File: src/rtl/fpu_pkg.sv
// Shared FPU constants: default tag width and requester identifiers.
package fpu_pkg;
    localparam int   TAG_W_DEF = 5;
    localparam logic SRC_0     = 1'b0;
    localparam logic SRC_1     = 1'b1;
endpackage

File: src/rtl/itof.sv
// Combinational int32 -> IEEE-754 single conversion, truncating.
module itof (
    input  logic [31:0] x,
    output logic [31:0] y
);
    logic        w_s;
    logic [31:0] w_mag;
    logic [4:0]  w_msb;
    logic [31:0] w_norm;

    always_comb begin
        w_s   = x[31];
        w_mag = w_s ? (~x + 32'd1) : x;
        w_msb = '0;
        for (int i = 0; i < 32; i++) begin
            if (w_mag[i]) w_msb = i[4:0];
        end
        // Leading one lands at bit 31; bits below it are the fraction.
        w_norm = w_mag << (5'd31 - w_msb);
        y = '0;
        if (w_mag != 32'd0) begin
            y = {w_s, 8'd127 + {3'b000, w_msb}, w_norm[30:8]};
        end
    end
endmodule

File: src/rtl/itof_arb.sv
// Two requesters share one itof converter via a 2-stage pipeline
// with round-robin arbitration and valid/ready handshakes.
module itof_arb
    import fpu_pkg::*;
#(
    parameter int TAG_W = TAG_W_DEF
) (
    input  logic             clk,
    input  logic             rst,
    input  logic             req0_valid,
    output logic             req0_ready,
    input  logic [31:0]      req0_x,
    input  logic [TAG_W-1:0] req0_tag,
    input  logic             req1_valid,
    output logic             req1_ready,
    input  logic [31:0]      req1_x,
    input  logic [TAG_W-1:0] req1_tag,
    output logic             out_valid,
    input  logic             out_ready,
    output logic [31:0]      out_y,
    output logic             out_src,
    output logic [TAG_W-1:0] out_tag
);
    logic             r_s1_valid;
    logic [31:0]      r_s1_x;
    logic [TAG_W-1:0] r_s1_tag;
    logic             r_s1_src;
    logic             r_s2_valid;
    logic [31:0]      r_y;
    logic [TAG_W-1:0] r_tag;
    logic             r_src;
    logic             r_last;

    logic             w_adv1;
    logic             w_adv2;
    logic             w_g0;
    logic             w_g1;
    logic             w_acc;
    logic [31:0]      w_y;

    assign w_adv2 = !r_s2_valid | out_ready;
    assign w_adv1 = !r_s1_valid | w_adv2;

    // Grant depends only on valids and the pointer, never on ready.
    assign w_g1 = req1_valid & (!req0_valid | (r_last == SRC_0));
    assign w_g0 = req0_valid & !w_g1;

    assign req0_ready = w_g0 & w_adv1 & !rst;
    assign req1_ready = w_g1 & w_adv1 & !rst;
    assign w_acc      = req0_ready | req1_ready;

    always_ff @(posedge clk or posedge rst) begin
        if (rst) begin
            r_s1_valid <= 1'b0;
            r_s1_x     <= '0;
            r_s1_tag   <= '0;
            r_s1_src   <= SRC_0;
            r_last     <= SRC_1;
        end else if (w_adv1) begin
            r_s1_valid <= w_acc;
            if (w_acc) begin
                r_s1_x   <= w_g1 ? req1_x : req0_x;
                r_s1_tag <= w_g1 ? req1_tag : req0_tag;
                r_s1_src <= w_g1 ? SRC_1 : SRC_0;
                r_last   <= w_g1 ? SRC_1 : SRC_0;
            end
        end
    end

    itof u_itof (
        .x (r_s1_x),
        .y (w_y)
    );

    always_ff @(posedge clk or posedge rst) begin
        if (rst) begin
            r_s2_valid <= 1'b0;
            r_y        <= '0;
            r_tag      <= '0;
            r_src      <= SRC_0;
        end else if (w_adv2) begin
            r_s2_valid <= r_s1_valid;
            if (r_s1_valid) begin
                r_y   <= w_y;
                r_tag <= r_s1_tag;
                r_src <= r_s1_src;
            end
        end
    end

    assign out_valid = r_s2_valid;
    assign out_y     = r_y;
    assign out_tag   = r_tag;
    assign out_src   = r_src;
endmodule

File: config.mk
export PLATFORM = sky130hd
export DESIGN_NAME = itof_arb
export DESIGN_NICKNAME = d
export VERILOG_FILES = /design/src/rtl/fpu_pkg.sv /design/src/rtl/itof.sv /design/src/rtl/itof_arb.sv
export SDC_FILE = /design/constraint.sdc
export NUM_CORES = 1
export LEC_CHECK = 0
export CORE_MARGIN = 4
export CORE_UTILIZATION = 52
export CTS_BUF_LIST = sky130_fd_sc_hd__clkbuf_8
export CTS_CLUSTER_SIZE = 12
export DETAILED_ROUTE_END_ITERATION = 8
export MAX_ROUTING_LAYER = met4
export PLACE_DENSITY = 0.76
export SLEW_MARGIN = 40
export SYNTH_ARGS = -nofsm -noshare
export SYNTH_HDL_FRONTEND = slang
export SYNTH_SLANG_ARGS = --single-unit
File: constraint.sdc
create_clock -name clk -period 5.5 [get_ports clk]
set_input_delay 1.1 -clock clk [delete_from_list [all_inputs] [get_ports clk]]
set_output_delay 1.1 -clock clk [all_outputs]
set_load 0.03 [all_outputs]
### Yosys cells after proc, flatten, opt, wreduce, memory -nomap -nowiden

Index checks and enable logic that the tools add are counted.

| storage, ports and cells | value |
|---|---|
| flip-flop bits (word level) | 79 |
| output and inout port bits | 41 |
| input bits | 79 |
| word-level logic and storage cells | 69 |

| cells by class | value |
|---|---|
| muxes and demuxes | 36 |
| shift operators | 1 |
| add/sub/neg operators | 3 |
| reduce and logical (&&, ||, !) cells | 8 |
| bitwise operators | 12 |

Operators with widths:

| operator | number |
|---|---|
| 32-bit 2-to-1 mux | 3 |
| 5-bit 2-to-1 mux | 17 |
| 32-bit by 1-bit adder with 32-bit output, second input constant | 1 |
| 4-bit 2-to-1 mux | 8 |
| 32-bit inverter | 1 |
| 32-bit nonzero test | 1 |
| 32-bit by 5-bit left shift with 31-bit output | 1 |
| 3-bit 2-to-1 mux | 4 |
| 7-bit by 5-bit adder with 8-bit output, first input constant | 1 |
| 1-bit bitwise AND | 6 |
| 1-bit zero test | 5 |
| 5-bit subtractor, first input constant | 1 |
| 2-bit 2-to-1 mux | 2 |
| 1-bit OR | 4 |
| 2-bit AND reduction | 2 |
| 1-bit 2-to-1 mux | 2 |
| 1-bit inverter | 1 |

### Logic depth before layout (Yosys ltp)

Gate-level depths: netlist of the first run.

| logic depth | value |
|---|---|
| depth in word-level cells | 37 |
| depth in mapped cells | 20 |
| mapped depth without buffers | 16 |

### Cells and area by module

From an unflattened synthesis of the first run, not the netlist that was laid out.

| unflattened totals | value |
|---|---|
| cell total of the unflattened synthesis | 902 |
| area total of the unflattened synthesis | 7,890.1 um^2 |

Modules (own cells, without submodules):

| module | times used | sequential area each (um^2) | cells each | area an instance (um^2) |
|---|---|---|---|---|
| itof | 1 | 0.0 | 669 | 4,535.6 |
| itof_arb | 1 | 1,978.1 | 233 | 3,354.5 |

### Least setup slack after synthesis of the first run

No wires, ideal clock.

| timing | value |
|---|---|
| kind | reg2reg |
| from | register r_s1_x[8] |
| to | register r_y[18], in the netlist out_y[18] |
| cell stages (with the launch flop) | 16 |
| period minus slack after synthesis | 4.221 ns |
| arrival time | 4.081 ns |
| slack | 1.279 ns |
| library setup time | 0.140 ns |
| path buffers | 3 |
| required time | 5.360 ns |
| cell sequence | dfrtp_1 -> or4_1 -> buf_4 -> or4_1 -> o21ai_1 -> xnor2_1 -> o21ai_0 -> a221oi_4 -> a21bo_4 -> a21oi_4 -> buf_2 -> buf_2 -> mux2i_1 -> nand2_1 -> a221oi_1 -> o32ai_1 |

| on the way | value |
|---|---|
| longest elaborated chain between the ends | 30 |
| elaborated cells on any way between the ends | 31 |
| those cells by class | add/sub (2); shift (1); mux (26); bitwise (1); reduce/logical (1) |

Ends and longest elaborated chain:

| element | line | source |
|---|---|---|
| start: declaration | itof_arb.sv:25 | `logic [31:0] r_s1_x;` |
| start signal: assignment | itof_arb.sv:62 | `r_s1_x <= w_g1 ? req1_x : req0_x;` |
| 32-bit inverter | itof.sv:13 | `w_mag = w_s ? (~x + 32'd1) : x;` |
| 32-bit by 1-bit adder with 32-bit output | itof.sv:13 |  |
| 32-bit 2-to-1 mux (*) | itof.sv:13 |  |
| 4-bit 2-to-1 mux (8 in a row) | itof.sv:16 | `if (w_mag[i]) w_msb = i[4:0];` |
| 5-bit 2-to-1 mux (16 in a row) | itof.sv:16 |  |
| 5-bit subtractor | itof.sv:19 | `w_norm = w_mag << (5'd31 - w_msb);` |
| 32-bit by 5-bit left shift with 31-bit output | itof.sv:19 |  |
| 32-bit 2-to-1 mux (*) | itof.sv:21 | `if (w_mag != 32'd0) begin` |
| end signal: assignment | itof_arb.sv:84 | `r_y <= w_y;` |
| end: declaration | itof_arb.sv:29 | `logic [31:0] r_y;` |

Every way passes the cells marked *; elsewhere a longest branch is shown, timed or not.
A chain may end at the register's enable or synchronous reset.

### Worst setup path after layout of the first run

| timing | value |
|---|---|
| from | register r_s1_x[0] |
| to | register r_y[17], in the netlist out_y[17] |

| on the way | value |
|---|---|
| longest elaborated chain between the ends | 37 |
| elaborated cells on any way between the ends | 38 |
| those cells by class | add/sub (2); shift (1); mux (33); bitwise (1); reduce/logical (1) |

Ends and longest elaborated chain:

| element | line |
|---|---|
| 32-bit inverter | itof.sv:13 |
| 32-bit by 1-bit adder with 32-bit output | itof.sv:13 |
| 32-bit 2-to-1 mux (*) | itof.sv:13 |
| 1-bit 2-to-1 mux | itof.sv:16 |
| 2-bit 2-to-1 mux (2 in a row) | itof.sv:16 |
| 3-bit 2-to-1 mux (4 in a row) | itof.sv:16 |
| 4-bit 2-to-1 mux (8 in a row) | itof.sv:16 |
| 5-bit 2-to-1 mux (16 in a row) | itof.sv:16 |
| 5-bit subtractor | itof.sv:19 |
| 32-bit by 5-bit left shift with 31-bit output | itof.sv:19 |
| 32-bit 2-to-1 mux (*) | itof.sv:21 |

Marked as above.

==> results.yml, run 1 <==
status:
  outcome: "finished, final reports clean"
setup_path:
  crit_top_cell: "buf_4"
  arrival_ns: 5.30
  critPathMaxFanout: 19
  crit_slowest_cell: "dfrtp_1"
  r2r_start: "r_s1_x[0]"
  cp-end-kind: "register"
  crit_chain: "inv_1 -> ha_1 -> buf_4 -> nand3_1 -> buf_4 -> o41ai_2 -> xor2_1 -> o21ai_0 -> a221oi_4 -> a21bo_4 -> a21oi_4 -> inv_2 -> a211oi_1 -> a21oi_1 -> o221a_1 -> o311a_1 -> a221o_1"
  cp.required_ns: 5.80
  cp-startpoint: "r_s1_x[0]"
  r2r-end: "out_y[17]"
  cp_num_cells: 17
  startpoint_type: "register"
  crit_family: "compound AO/OA/AOI/OAI gates"
  reg2reg_depth: 17
  ff2ff_setup_slack_ns: 0.50
  slowest_delay_ns: 0.62
  worst-path-buf-inv: 4
  criticalPathCategory: "reg -> reg"
  crit_end: "out_y[17]"
routing:
  antenna_left: 0
  drc: 0
  route.detailed.wl_per_inst_um: 20.8
  vias: 8113
  wl_mm: 25.6
  firstDrtPassIters: 5
  drtIter0Drc: 940
  viasPerCell: 6.57
floorplan:
  coreArea_um2: 14000
  ios: 120
  die_area_um2: 16500
  die_h_um: 128
  fp.dieW_um: 128
  initial_core_util_pct: 53.6
  num_rows: 43
power:
  intPower_mw: 2.63
  power_frac_comb_pct: 72.9
  power_density_nw_per_um2: 626
  p_clk_share_pct: 8.5
  peakVddDrop_mv: 0.280
  p_leak_nw: 3.64
  p_sw_mw: 3.13
  switching_share_pct: 54.4
  p_seq_share_pct: 18.6
  finalPower_mw: 5.76
sta:
  rsz0062_at_grt: "false"
  hold_viol: 0
  tns_ns: 0
  skew_ns: 0.0300
  tightestPinTransition_ns: 0.828
  relSlewSlack_pct: 44.8
  setup_viol: 0
  fmax_mhz: 200
  min_period_over_period_pct: 91.0
  finalCriticalPeriod_ns: 5.00
  slew_violations: 0
  holdWs_ns: 0.482
clock_network:
  cts_setup_buffers: 0
  clk_pin_slew_worst_paths_ns: 0.12
  cts_tree: "done"
  cts_resized: 0
  clkSinkCount: 79
  cts_max_level: 3
  hold_buffers: 0
  clockBufferDepth: 2
  clk_latency_ns: 0.40
  cts-root-buf: "clkbuf_8"
  cts_inserted_buffers: 9
place:
  dp_hpwl_mm: 19.4
  io_buffer_count: 119
  gp_congestion: 1.11
global_route:
  grt_pass1_vias: 7672
  grt_max_degree: 51
  track_usage_pct: 32.0
  grt_pass1_wl_mm: 41.1
  antenna_found_initial: 0
  overflow: 0
yosys:
  synth_fp_nets: 1032
  syn_area_um2: 7530
  ys_seq_elements: 79
  postSynthCellCount: 950
  synth_seq_area_share_pct: 26.3
  synth_top_area_share_pct: 25.9
  synth_edf_count: 0
  yosys_warnings: 0
  synth_area_per_cell_um2: 7.93
  synth_ff_type: "dfrtp_1"
  synthArstFlopShare_pct: 100
  synth_cell_type_count: 100
  ys_top_cells_by_area: "dfrtp_1 (26%), mux2i_1 (8.9%), nand2_1 (6.6%)"
  synth_top_cell_by_area: "dfrtp_1"
cells_and_area:
  fillers: 1267
  n_antenna_cell: 0
  mostFrequentLayoutCells: "nand2_1 (132), clkdlybuf4s50_1 (119), o21ai_0 (83), dfrtp_1 (78), mux2i_1 (67)"
  nets: 1131
  layout-drive-gt1-share_pct: 11.0
  area_growth_pct: 22.2
  layout_commonest_cell: "nand2_1"
hold_path:
  hold_path_class: "reg -> reg"
  whs_path_depth: 2
job:
  cap_violations: 0
==> Yosys cell counts, drive strengths merged, types with 8 or more instances <==
library cell and n:
dfrtp 78, buf 28, o32ai 8, nor3 27
nand3 18, o22ai 10, xnor2 27, nand2 134
clkbuf 51, o41ai 9, a31oi 14, nor2 69
o21a 9, a22o 10, or3 14, nand4 8
a211oi 15, a21oi 52, xor2 14, mux2i 67
nor4 12, inv 17, o21ai 93
==> power by group through the flow <==
stage | combinational [mW] | sequential [mW] | clock [mW]
3_3_place_gp | 4.06 | 1.07 | 0
4_1_cts | 4.08 | 1.06 | 0.487
5_1_grt | 4.48 | 1.11 | 0.512
6_report | 4.20 | 1.07 | 0.488
3_5_place_dp | 4.07 | 1.08 | 0
2_1_floorplan | 2.68 | 1.18 | 0
==> cell type report <==
type	instances	area, um2	share of cell area [%]
repair buffers	167	1580	17.2
clock inverters	7	80.1	0.871
inverters	18	70.1	0.762
well taps	180	225	2.45
clock buffers	9	124	1.35
flip-flops and latches	79	1980	21.5
multi-input cells	774	5140	55.8
==> flip-flops by register name, indices dropped and copies added, names as in the netlist <==
name / cells
out_y: 32
r_s1_x: 32
out_tag: 5
r_s1_tag: 5
out_src: 1
out_valid: 1
r_last: 1
r_s1_src: 1
r_s1_valid: 1
==> stage by stage <==
stage	utilization [%]	std cells	worst slack (ns)	area, um2
finish	65.5	1234	0.497	9200
detailed placement	64.0	1218	0.546	8990
global route	65.5	1234	0.141	9200
global placement	63.8	1217	0.591	8960
floorplan	-	950	1.28	7530
CTS	65.5	1234	0.541	9200
==> worst min path at each step <==
| stage | start | slack, ns | end |
|---|---|---|---|
| 2_1_floorplan | r_s1_tag[0] | 0.44 | out_tag[0] |
| 3_3_place_gp | r_s1_tag[3] | 0.44 | out_tag[3] |
| 3_5_place_dp | r_s1_tag[0] | 0.46 | out_tag[0] |
| 4_1_cts | r_s1_tag[0] | 0.48 | out_tag[0] |
| 5_1_grt | r_s1_src | 0.51 | out_src |
| 6_report | r_s1_tag[1] | 0.48 | out_tag[1] |
==> tightest hold or removal path, delay by kind of cell, from the launching register on <==
family	cells	cell delay [ns]
flip-flops	1	0.35
AND/OR/NAND/NOR	2	0.10
==> metal layers <==
layer / GRT usage, % / vias up / share of wire (%)
li1: - / 3751 / -
met5: - / - / 0
met4: 13.0 / 0 / 3.8
met2: 47.8 / 475 / 45
met3: 5.44 / 69 / 8.9
met1: 43.1 / 3818 / 42
==> kinds of logic (layout without fill, tap and decap cells) <==
group                    Yosys count  in the layout  synth area share (%)
AND/OR/NAND/NOR                  335            335                  21.9
buffers and inverters             97            201                  5.93
XOR/XNOR                          41             41                  4.97
multiplexers                      74             74                  9.95
AO/OA/AOI/OAI                    321            321                  30.5
flip-flops                        79             79                  26.3
adder cells (fa/ha/maj)            3              3                 0.499
Power figures use the tool's default switching activity.
==> run 2, diff against run 1 <==
- CTS_CLUSTER_DIAMETER: not set -> 60
- clock period: 5.5 -> 6 ns (I/O delays scaled with it)
==> results.yml, run 2 (same netlist as run 1, synthesis figures left out) <==
cells_and_area:
  finalInstanceArea_um2: 9060
  area_growth_pct: 20.4
  layout_commonest_cell: "nand2_1"
  layout-drive-gt1-share_pct: 9.46
  fillers: 1234
  nets: 1113
  register_area_um2: 1980
  mostFrequentLayoutCells: "nand2_1 (133), clkdlybuf4s50_1 (119), o21ai_0 (83), dfrtp_1 (78), mux2i_1 (67)"
  n_antenna_cell: 0
  fin_util_pct: 64.5
  multiInputGateArea_um2: 5140
routing:
  firstDrtPassIters: 8
  antenna_left: 0
  route.detailed.wl_per_inst_um: 20.5
  wl_mm: 24.9
  vias: 8018
  viasPerCell: 6.59
  drtIter0Drc: 1072
  drc: 0
clock_network:
  cts_resized: 0
  cts-root-buf: "clkbuf_8"
  clk_pin_slew_worst_paths_ns: 0.10
  clockBufferDepth: 2
  cts_max_level: 3
  cts_tree: "done"
  cts_inserted_buffers: 9
  hold_buffers: 0
  clk_latency_ns: 0.40
  cts_setup_buffers: 0
  clkSinkCount: 79
setup_path:
  arrival_ns: 5.67
  reg2reg_depth: 14
  startpoint_type: "register"
  ff2ff_setup_slack_ns: 0.62
  criticalPathCategory: "reg -> reg"
  r2r_start: "r_s1_x[7]"
  cp.required_ns: 6.29
  cp-end-kind: "register"
  r2r-end: "out_y[20]"
  critPathMaxFanout: 19
sta:
  setup_viol: 0
  rsz0062_at_grt: "false"
  tns_ns: 0
  holdWs_ns: 0.472
  hold_viol: 0
  finalCriticalPeriod_ns: 5.38
  tightestPinTransition_ns: 0.869
  slew_violations: 0
  relSlewSlack_pct: 42.1
  min_period_over_period_pct: 89.7
  skew_ns: 0.0270
  fmax_mhz: 186
power:
  p_leak_nw: 3.55
  p_seq_share_pct: 19.3
  p_clk_share_pct: 8.1
  peakVddDrop_mv: 0.208
  switching_share_pct: 55.2
  power_frac_comb_pct: 72.5
  power_density_nw_per_um2: 564
  p_sw_mw: 2.83
  intPower_mw: 2.29
status:
  outcome: "finished, final reports clean"
hold_path:
  hold_path_end: "out_tag[1]"
  hold_path_class: "reg -> reg"
  min_from: "r_s1_tag[1]"
  whs_path_depth: 2
place:
  dp_hpwl_mm: 19.0
  place_area_um2: 8870
  io_buffer_count: 119
  gp_congestion: 1.04
floorplan:
  num_rows: 43
  ios: 120
  fp.dieW_um: 128
  initial_core_util_pct: 53.6
  die_h_um: 128
  coreArea_um2: 14000
  die_area_um2: 16500
global_route:
  grt_max_degree: 51
  track_usage_pct: 30.6
  overflow: 0
  grt_pass1_wl_mm: 39.5
  grt_pass1_vias: 7290
  antenna_found_initial: 0
job:
  cap_violations: 0
-- run 2: how the worst max path moves through the flow --
| stage | from | to | slack (ns) | cells after the start |
|---|---|---|---|---|
| 2_1_floorplan | r_s1_x[8] | out_y[18] | 1.78 | 15 |
| 5_1_grt | r_s1_x[7] | out_y[20] | 0.29 | 14 |
| 4_1_cts | r_s1_x[7] | out_y[20] | 0.72 | 14 |
| 3_5_place_dp | r_s1_x[7] | out_y[20] | 0.73 | 14 |
| 6_report | r_s1_x[7] | out_y[20] | 0.62 | 14 |
| 3_3_place_gp | r_s1_x[6] | out_y[20] | 0.64 | 14 |
-- run 2: critical path, cell delays in order, from the launching register on --
cell and delay, ns:
dfrtp_1 0.51, or4_1 0.77, or4_1 0.57, o21ai_1 0.26, xnor2_1 0.24, o21ai_0 0.24, a221oi_4 0.46, a21bo_4 0.31
a21oi_4 0.47, inv_2 0.30, a211oi_1 0.29, a21oi_1 0.16, a221oi_1 0.33, nor2_1 0.09, o31ai_1 0.27
-- run 2: final cells by class --
| type | instances | share of cell area, % |
|---|---|---|
| Clock buffer | 10 | 1.52 |
| Clock inverter | 6 | 0.580 |
| Inverter | 18 | 0.773 |
| Multi-Input combinational cell | 774 | 56.7 |
| Sequential cell | 79 | 21.8 |
| Tap cell | 180 | 2.49 |
| Timing Repair Buffer | 149 | 16.1 |
-- run 2: power by group through the flow --
stage	combinational [mW]	sequential (mW)	clock [mW]
2_1_floorplan	2.46	1.08	0
3_3_place_gp	3.61	0.985	0
3_5_place_dp	3.60	0.993	0
4_1_cts	3.61	0.982	0.418
5_1_grt	3.95	1.02	0.441
6_report	3.71	0.989	0.415
-- run 2: metal layers --
layer	share of wire (%)	GRT usage (%)	vias up
met5	0	-	-
met2	43	44.5	502
met4	4.6	12.0	0
met3	9.5	5.31	100
li1	-	-	3711
met1	43	42.5	3705
-- run 2: through the flow --
| stage | std cells | total power [mW] | setup slack (ns) |
|---|---|---|---|
| after floorplan | 950 | 3.54 | 1.78 |
| after global placement | 1198 | 4.59 | 0.642 |
| after detailed placement | 1200 | 4.59 | 0.732 |
| after CTS | 1216 | 5.01 | 0.723 |
| after global routing | 1216 | 5.41 | 0.286 |
| final | 1216 | 5.12 | 0.620 |
==> run 3, diff against run 2 <==
- HOLD_SLACK_MARGIN: not set -> 0.15
==> results of run 3 <==
No change in the layout: final DEF, timing and power equal those of run 2.
